===== config.mk =====
export PLATFORM = sky130hd
export DESIGN_NAME = mem_wb_stage
export DESIGN_NICKNAME = d
export VERILOG_FILES = /design/src/rtl/mem_wb_stage.sv
export SDC_FILE = /design/constraint.sdc
export NUM_CORES = 1
export LEC_CHECK = 0
export ABC_CLOCK_PERIOD_IN_PS = 5200
export CAP_MARGIN = 30
export CORE_MARGIN = 2
export CORE_UTILIZATION = 45
export DETAILED_ROUTE_END_ITERATION = 8
export GPL_ROUTABILITY_DRIVEN = 0
export GPL_TIMING_DRIVEN = 0
export PLACE_DENSITY_LB_ADDON = 0.05
export SLEW_MARGIN = 0
export SYNTH_ARGS = -nofsm -noshare
export SYNTH_HDL_FRONTEND = slang
export SYNTH_SLANG_ARGS = --single-unit

===== constraint.sdc =====
create_clock -name clk -period 5.2 [get_ports clk]
set_input_delay 1.56 -clock clk [delete_from_list [all_inputs] [get_ports clk]]
set_output_delay 1.56 -clock clk [all_outputs]
set_load 0.05 [all_outputs]

===== src/rtl/mem_wb_stage.sv =====
`default_nettype none
// ============================================================================
//  Module   : mem_wb_stage
//  Purpose  : Memory/write-back pipeline register for the MIPS datapath.
//             Captures the retiring instruction, resolves the destination
//             register and write-back value, and presents an instruction
//             word whose bits [15:11] always carry the final destination.
//             Valid/ready handshake on both sides, one-cycle flush, and a
//             retired-instruction counter.
//  Ports    : clk, rst_n (sync active-low)
//             in_valid/in_ready  : upstream handshake
//             instru, pc, alu_result, mem_rdata : retiring instruction data
//             flush              : drop held entry and this cycle's input
//             out_valid/out_ready: downstream handshake
//             wb_instru, wb_data, wb_addr, wb_en : resolved write-back
//             retired            : count of completed output handshakes
//  Config   : LOAD_SUBWORD_EN - adds lb/lbu/lh/lhu (big-endian lanes).
//  Revision : 1.0 - initial release
// ============================================================================
module mem_wb_stage (
    input  logic        clk,
    input  logic        rst_n,
    input  logic        in_valid,
    output logic        in_ready,
    input  logic [31:0] instru,
    input  logic [31:0] pc,
    input  logic [31:0] alu_result,
    input  logic [31:0] mem_rdata,
    input  logic        flush,
    output logic        out_valid,
    input  logic        out_ready,
    output logic [31:0] wb_instru,
    output logic [31:0] wb_data,
    output logic [4:0]  wb_addr,
    output logic        wb_en,
    output logic [31:0] retired
);

    localparam logic [5:0] c_OP_SPECIAL = 6'b000000;
    localparam logic [5:0] c_OP_JAL     = 6'b000011;
    localparam logic [5:0] c_OP_LW      = 6'b100011;
    localparam logic [5:0] c_FN_JR      = 6'b001000;
    localparam logic [5:0] c_FN_JALR    = 6'b001001;
`ifdef LOAD_SUBWORD_EN
    localparam logic [5:0] c_OP_LB      = 6'b100000;
    localparam logic [5:0] c_OP_LBU     = 6'b100100;
    localparam logic [5:0] c_OP_LH      = 6'b100001;
    localparam logic [5:0] c_OP_LHU     = 6'b100101;
`endif

    // Registered state
    logic        out_valid_q, out_valid_d;
    logic [31:0] wb_instru_q, wb_instru_d;
    logic [31:0] wb_data_q,   wb_data_d;
    logic [4:0]  wb_addr_q,   wb_addr_d;
    logic        wb_en_q,     wb_en_d;
    logic [31:0] retired_q,   retired_d;

    // Decode results for the instruction currently on the input
    logic [4:0]  w_dest;
    logic [31:0] w_data;
    logic        w_writes;
    logic [31:0] w_link;
    logic        w_capture;
    logic        w_release;

`ifdef LOAD_SUBWORD_EN
    logic [7:0]  w_byte;
    logic [15:0] w_half;

    // Big-endian: byte 0 is the most significant lane of the word.
    always_comb begin
        w_byte = 8'h00;
        case (alu_result[1:0])
            2'd0:    w_byte = mem_rdata[31:24];
            2'd1:    w_byte = mem_rdata[23:16];
            2'd2:    w_byte = mem_rdata[15:8];
            default: w_byte = mem_rdata[7:0];
        endcase
        // alu_result[0] is deliberately ignored for halfword accesses.
        w_half = alu_result[1] ? mem_rdata[15:0] : mem_rdata[31:16];
    end
`endif

    assign w_link = pc + 32'd8;  // wraps naturally modulo 2^32

    always_comb begin
        w_dest   = 5'd0;
        w_data   = 32'd0;
        w_writes = 1'b0;
        casez (instru[31:26])
            c_OP_SPECIAL: begin
                if (instru[5:0] == c_FN_JR) begin
                    w_writes = 1'b0;
                end else if (instru[5:0] == c_FN_JALR) begin
                    w_dest   = instru[15:11];
                    w_data   = w_link;
                    w_writes = 1'b1;
                end else begin
                    w_dest   = instru[15:11];
                    w_data   = alu_result;
                    w_writes = 1'b1;
                end
            end
            c_OP_JAL: begin
                w_dest   = 5'd31;
                w_data   = w_link;
                w_writes = 1'b1;
            end
            c_OP_LW: begin
                w_dest   = instru[20:16];
                w_data   = mem_rdata;
                w_writes = 1'b1;
            end
            6'b001???: begin  // addi .. lui
                w_dest   = instru[20:16];
                w_data   = alu_result;
                w_writes = 1'b1;
            end
`ifdef LOAD_SUBWORD_EN
            c_OP_LB: begin
                w_dest   = instru[20:16];
                w_data   = {{24{w_byte[7]}}, w_byte};
                w_writes = 1'b1;
            end
            c_OP_LBU: begin
                w_dest   = instru[20:16];
                w_data   = {24'd0, w_byte};
                w_writes = 1'b1;
            end
            c_OP_LH: begin
                w_dest   = instru[20:16];
                w_data   = {{16{w_half[15]}}, w_half};
                w_writes = 1'b1;
            end
            c_OP_LHU: begin
                w_dest   = instru[20:16];
                w_data   = {16'd0, w_half};
                w_writes = 1'b1;
            end
`endif
            default: begin
                w_dest   = 5'd0;
                w_data   = 32'd0;
                w_writes = 1'b0;
            end
        endcase
    end

    assign in_ready  = !out_valid_q || out_ready;
    assign w_capture = in_valid && in_ready && !flush;
    // A flushed entry never counts as retired, even if out_ready is high.
    assign w_release = out_valid_q && out_ready && !flush;

    always_comb begin
        out_valid_d = out_valid_q;
        wb_instru_d = wb_instru_q;
        wb_data_d   = wb_data_q;
        wb_addr_d   = wb_addr_q;
        wb_en_d     = wb_en_q;
        retired_d   = retired_q + {31'd0, w_release};

        if (flush) begin
            out_valid_d = 1'b0;
        end else if (w_capture) begin
            out_valid_d = 1'b1;
            wb_instru_d = {instru[31:16], w_dest, instru[10:0]};
            wb_data_d   = w_data;
            wb_addr_d   = w_dest;
            // Writes to $zero are suppressed; the data is still kept.
            wb_en_d     = w_writes && (w_dest != 5'd0);
        end else if (w_release) begin
            out_valid_d = 1'b0;
        end
    end

    always_ff @(posedge clk) begin
        if (!rst_n) begin
            out_valid_q <= 1'b0;
            wb_instru_q <= 32'd0;
            wb_data_q   <= 32'd0;
            wb_addr_q   <= 5'd0;
            wb_en_q     <= 1'b0;
            retired_q   <= 32'd0;
        end else begin
            out_valid_q <= out_valid_d;
            wb_instru_q <= wb_instru_d;
            wb_data_q   <= wb_data_d;
            wb_addr_q   <= wb_addr_d;
            wb_en_q     <= wb_en_d;
            retired_q   <= retired_d;
        end
    end

    assign out_valid = out_valid_q;
    assign wb_instru = wb_instru_q;
    assign wb_data   = wb_data_q;
    assign wb_addr   = wb_addr_q;
    assign wb_en     = wb_en_q;
    assign retired   = retired_q;

endmodule
`default_nettype wire


==> reports/results.ini <==
[status]
status=completed

[finish]
final_core_util=0.716
stdcell_count=1005
drive_above_1_share=0.0543
syn2layout_area_growth_pct=54.3
antenna_cells=0
final_nets=996
fin_area_um2=7790

[timing]
tightest_slew_ns=0.682
drv_slew=0
period_minus_slack_ns=4.55
fmax_mhz=220
hold_viol=0
skew_ns=0.00452
finalSetupViolations=0
setup_slack_ns=0.650
holdWs_ns=0.463
rsz0062_at_grt=no
setup_tns_ns=0
slew_headroom=0.543
post-route-period-util=0.875

[synth]
synth_top_area_frac=0.389
syn_nets=749
yosys-top-cells-count=nand2_1, dfxtp_1, o21ai_0
yosysMostFrequentCell=nand2_1
yosysSeqAreaShare=0.389
ys.flop_type=dfxtp_1
netlist_area_um2=5050
ys_ff_latch=98
async_reset_ff_frac=0
yosysWarningCount=0
synth_cells=613
yosys.area.top_type=dfxtp_1
yosys.cell_types.count=57
synth_area_leaders=dfxtp_1, nand2_1, xor2_1
syn_area_per_cell_um2=8.24
synth_edf_count=0

[drt]
antenna_left=0
wl_per_cell_um=17.2
routed_wl_um=17300
drtIter0Drc=400
vias=5762
drc=0
viasPerCell=5.73
dr.pass1.iters=9

[worst_setup_path]
required_ns=3.64
path_class=in -> out
crit_start=out_ready
cp.arrival_ns=2.99
cp-end-kind=output pin
cp_max_fo=3
worstReg2RegStart=out_valid$_SDFFE_PP0P_
start_kind=input pin

[floorplanning]
die_x_um=110
die_y_um=110
ioPinCount=237
core.rowCount=38
dieArea_um2=12100
fp.coreArea_um2=10900
start_util=0.464

[clocking]
worstSkewPairLatency_ns=0.38
htreeDepth=3
cts_tree=built
cts_num_sinks=98
cts_buffers=9
ctsHoldBuffers=0
cts_setup_buffers=0
clkTransAtPathRegs_ns=0.09
clk_root_buffer_cell=clkbuf_8
cts.path.max_buffers=2
cts_resized=0

[worst_hold_path]
hold_start=wb_instru[30]$_SDFFE_PN0P_
hold_class=reg -> reg

[power]
power.density_nw_per_um2=206
peakVddDrop_mv=0.163
power.total_mw=1.61
combPwrFrac=0.195
p_switching_uw=440
internal_power_mw=1.17
p_leak_nw=2.68
clockPowerShare=0.325
seqPwrFrac=0.480
p_sw_frac=0.274

[placement]
dpl_cell_area_um2=7590
place_ws_ns=0.656
io_buffers=236
dp_cells=989
dp_hpwl_um=13500

[global_routing]
grt-ovfl-total=0
grt_pass1_vias=5549
antenna_found_initial=0
grt_pass1_wl_um=26500
track_usage=0.282
grt_max_degree=16

[job]
drv_cap=0

cell families after synthesis:
family,count (synthesis),synth area share
AO/OA/AOI/OAI,159,0.213
XOR/XNOR,38,0.0659
adder cells (fa/ha/maj),3,0.00744
buffers and inverters,48,0.0473
flip-flops,98,0.389
AND/OR/NAND/NOR,267,0.278
worst max-delay path, stage by stage:
cell and delay, ns:
clkdlybuf4s50_1 0.42, nor2b_1 0.22, inv_1 0.08, clkdlybuf4s50_1 0.70
cells in the final DEF (no fill, tap or decap), drive strengths merged, types with 15 or more instances in the layout:
| cell | instances |
|---|---|
| clkdlybuf4s50 | 236 |
| nand2 | 109 |
| dfxtp | 98 |
| o21ai | 47 |
| clkbuf | 38 |
| a21oi | 36 |
| nor2 | 35 |
| xor2 | 24 |
| nand4 | 21 |
| nand3 | 19 |
| a222oi | 17 |
| buf | 17 |
| and2 | 15 |
| and3 | 15 |
routing by layer:
metal  wire [µm]  global-route usage
met5           0                   0
met4         532               0.121
met3        1330              0.0575
met2        8390               0.491
met1        7070               0.334
sequential cells by signal, summed over array words and instances (netlist names):
| name | count |
|---|---|
| out_valid | 1 |
| retired | 32 |
| wb_data | 32 |
| wb_en | 1 |
| wb_instru | 32 |
worst paths after layout:
kind,endpoint,cells past startpoint,slack [ns]
worst max register to register,retired[20]$_SDFF_PN0_,9,2.69
worst min-delay path,wb_instru[30]$_SDFFE_PN0P_,2,0.46
worst max-delay path,in_ready,4,0.65
worst min register to register,wb_instru[30]$_SDFFE_PN0P_,2,0.46
power groups by stage:
stage / Sequential (mW) / Combinational [mW] / Clock, mW
floorplan: 0.836 / 0.0879 / 0
global placement: 0.789 / 0.306 / 0
detailed placement: 0.789 / 0.311 / 0
CTS: 0.772 / 0.312 / 0.533
global route: 0.774 / 0.333 / 0.561
finish: 0.772 / 0.313 / 0.521
area by class of cell:
cell class	count	area [µm²]
fill	888	3100
multi-input combinational	467	2850
timing repair buffer	236	2360
sequential	98	1960
buffer	42	216
tap	140	175
clock buffer	13	159
clock inverter	3	46.3
inverter	6	22.5
Power figures use the tool's default switching activity.
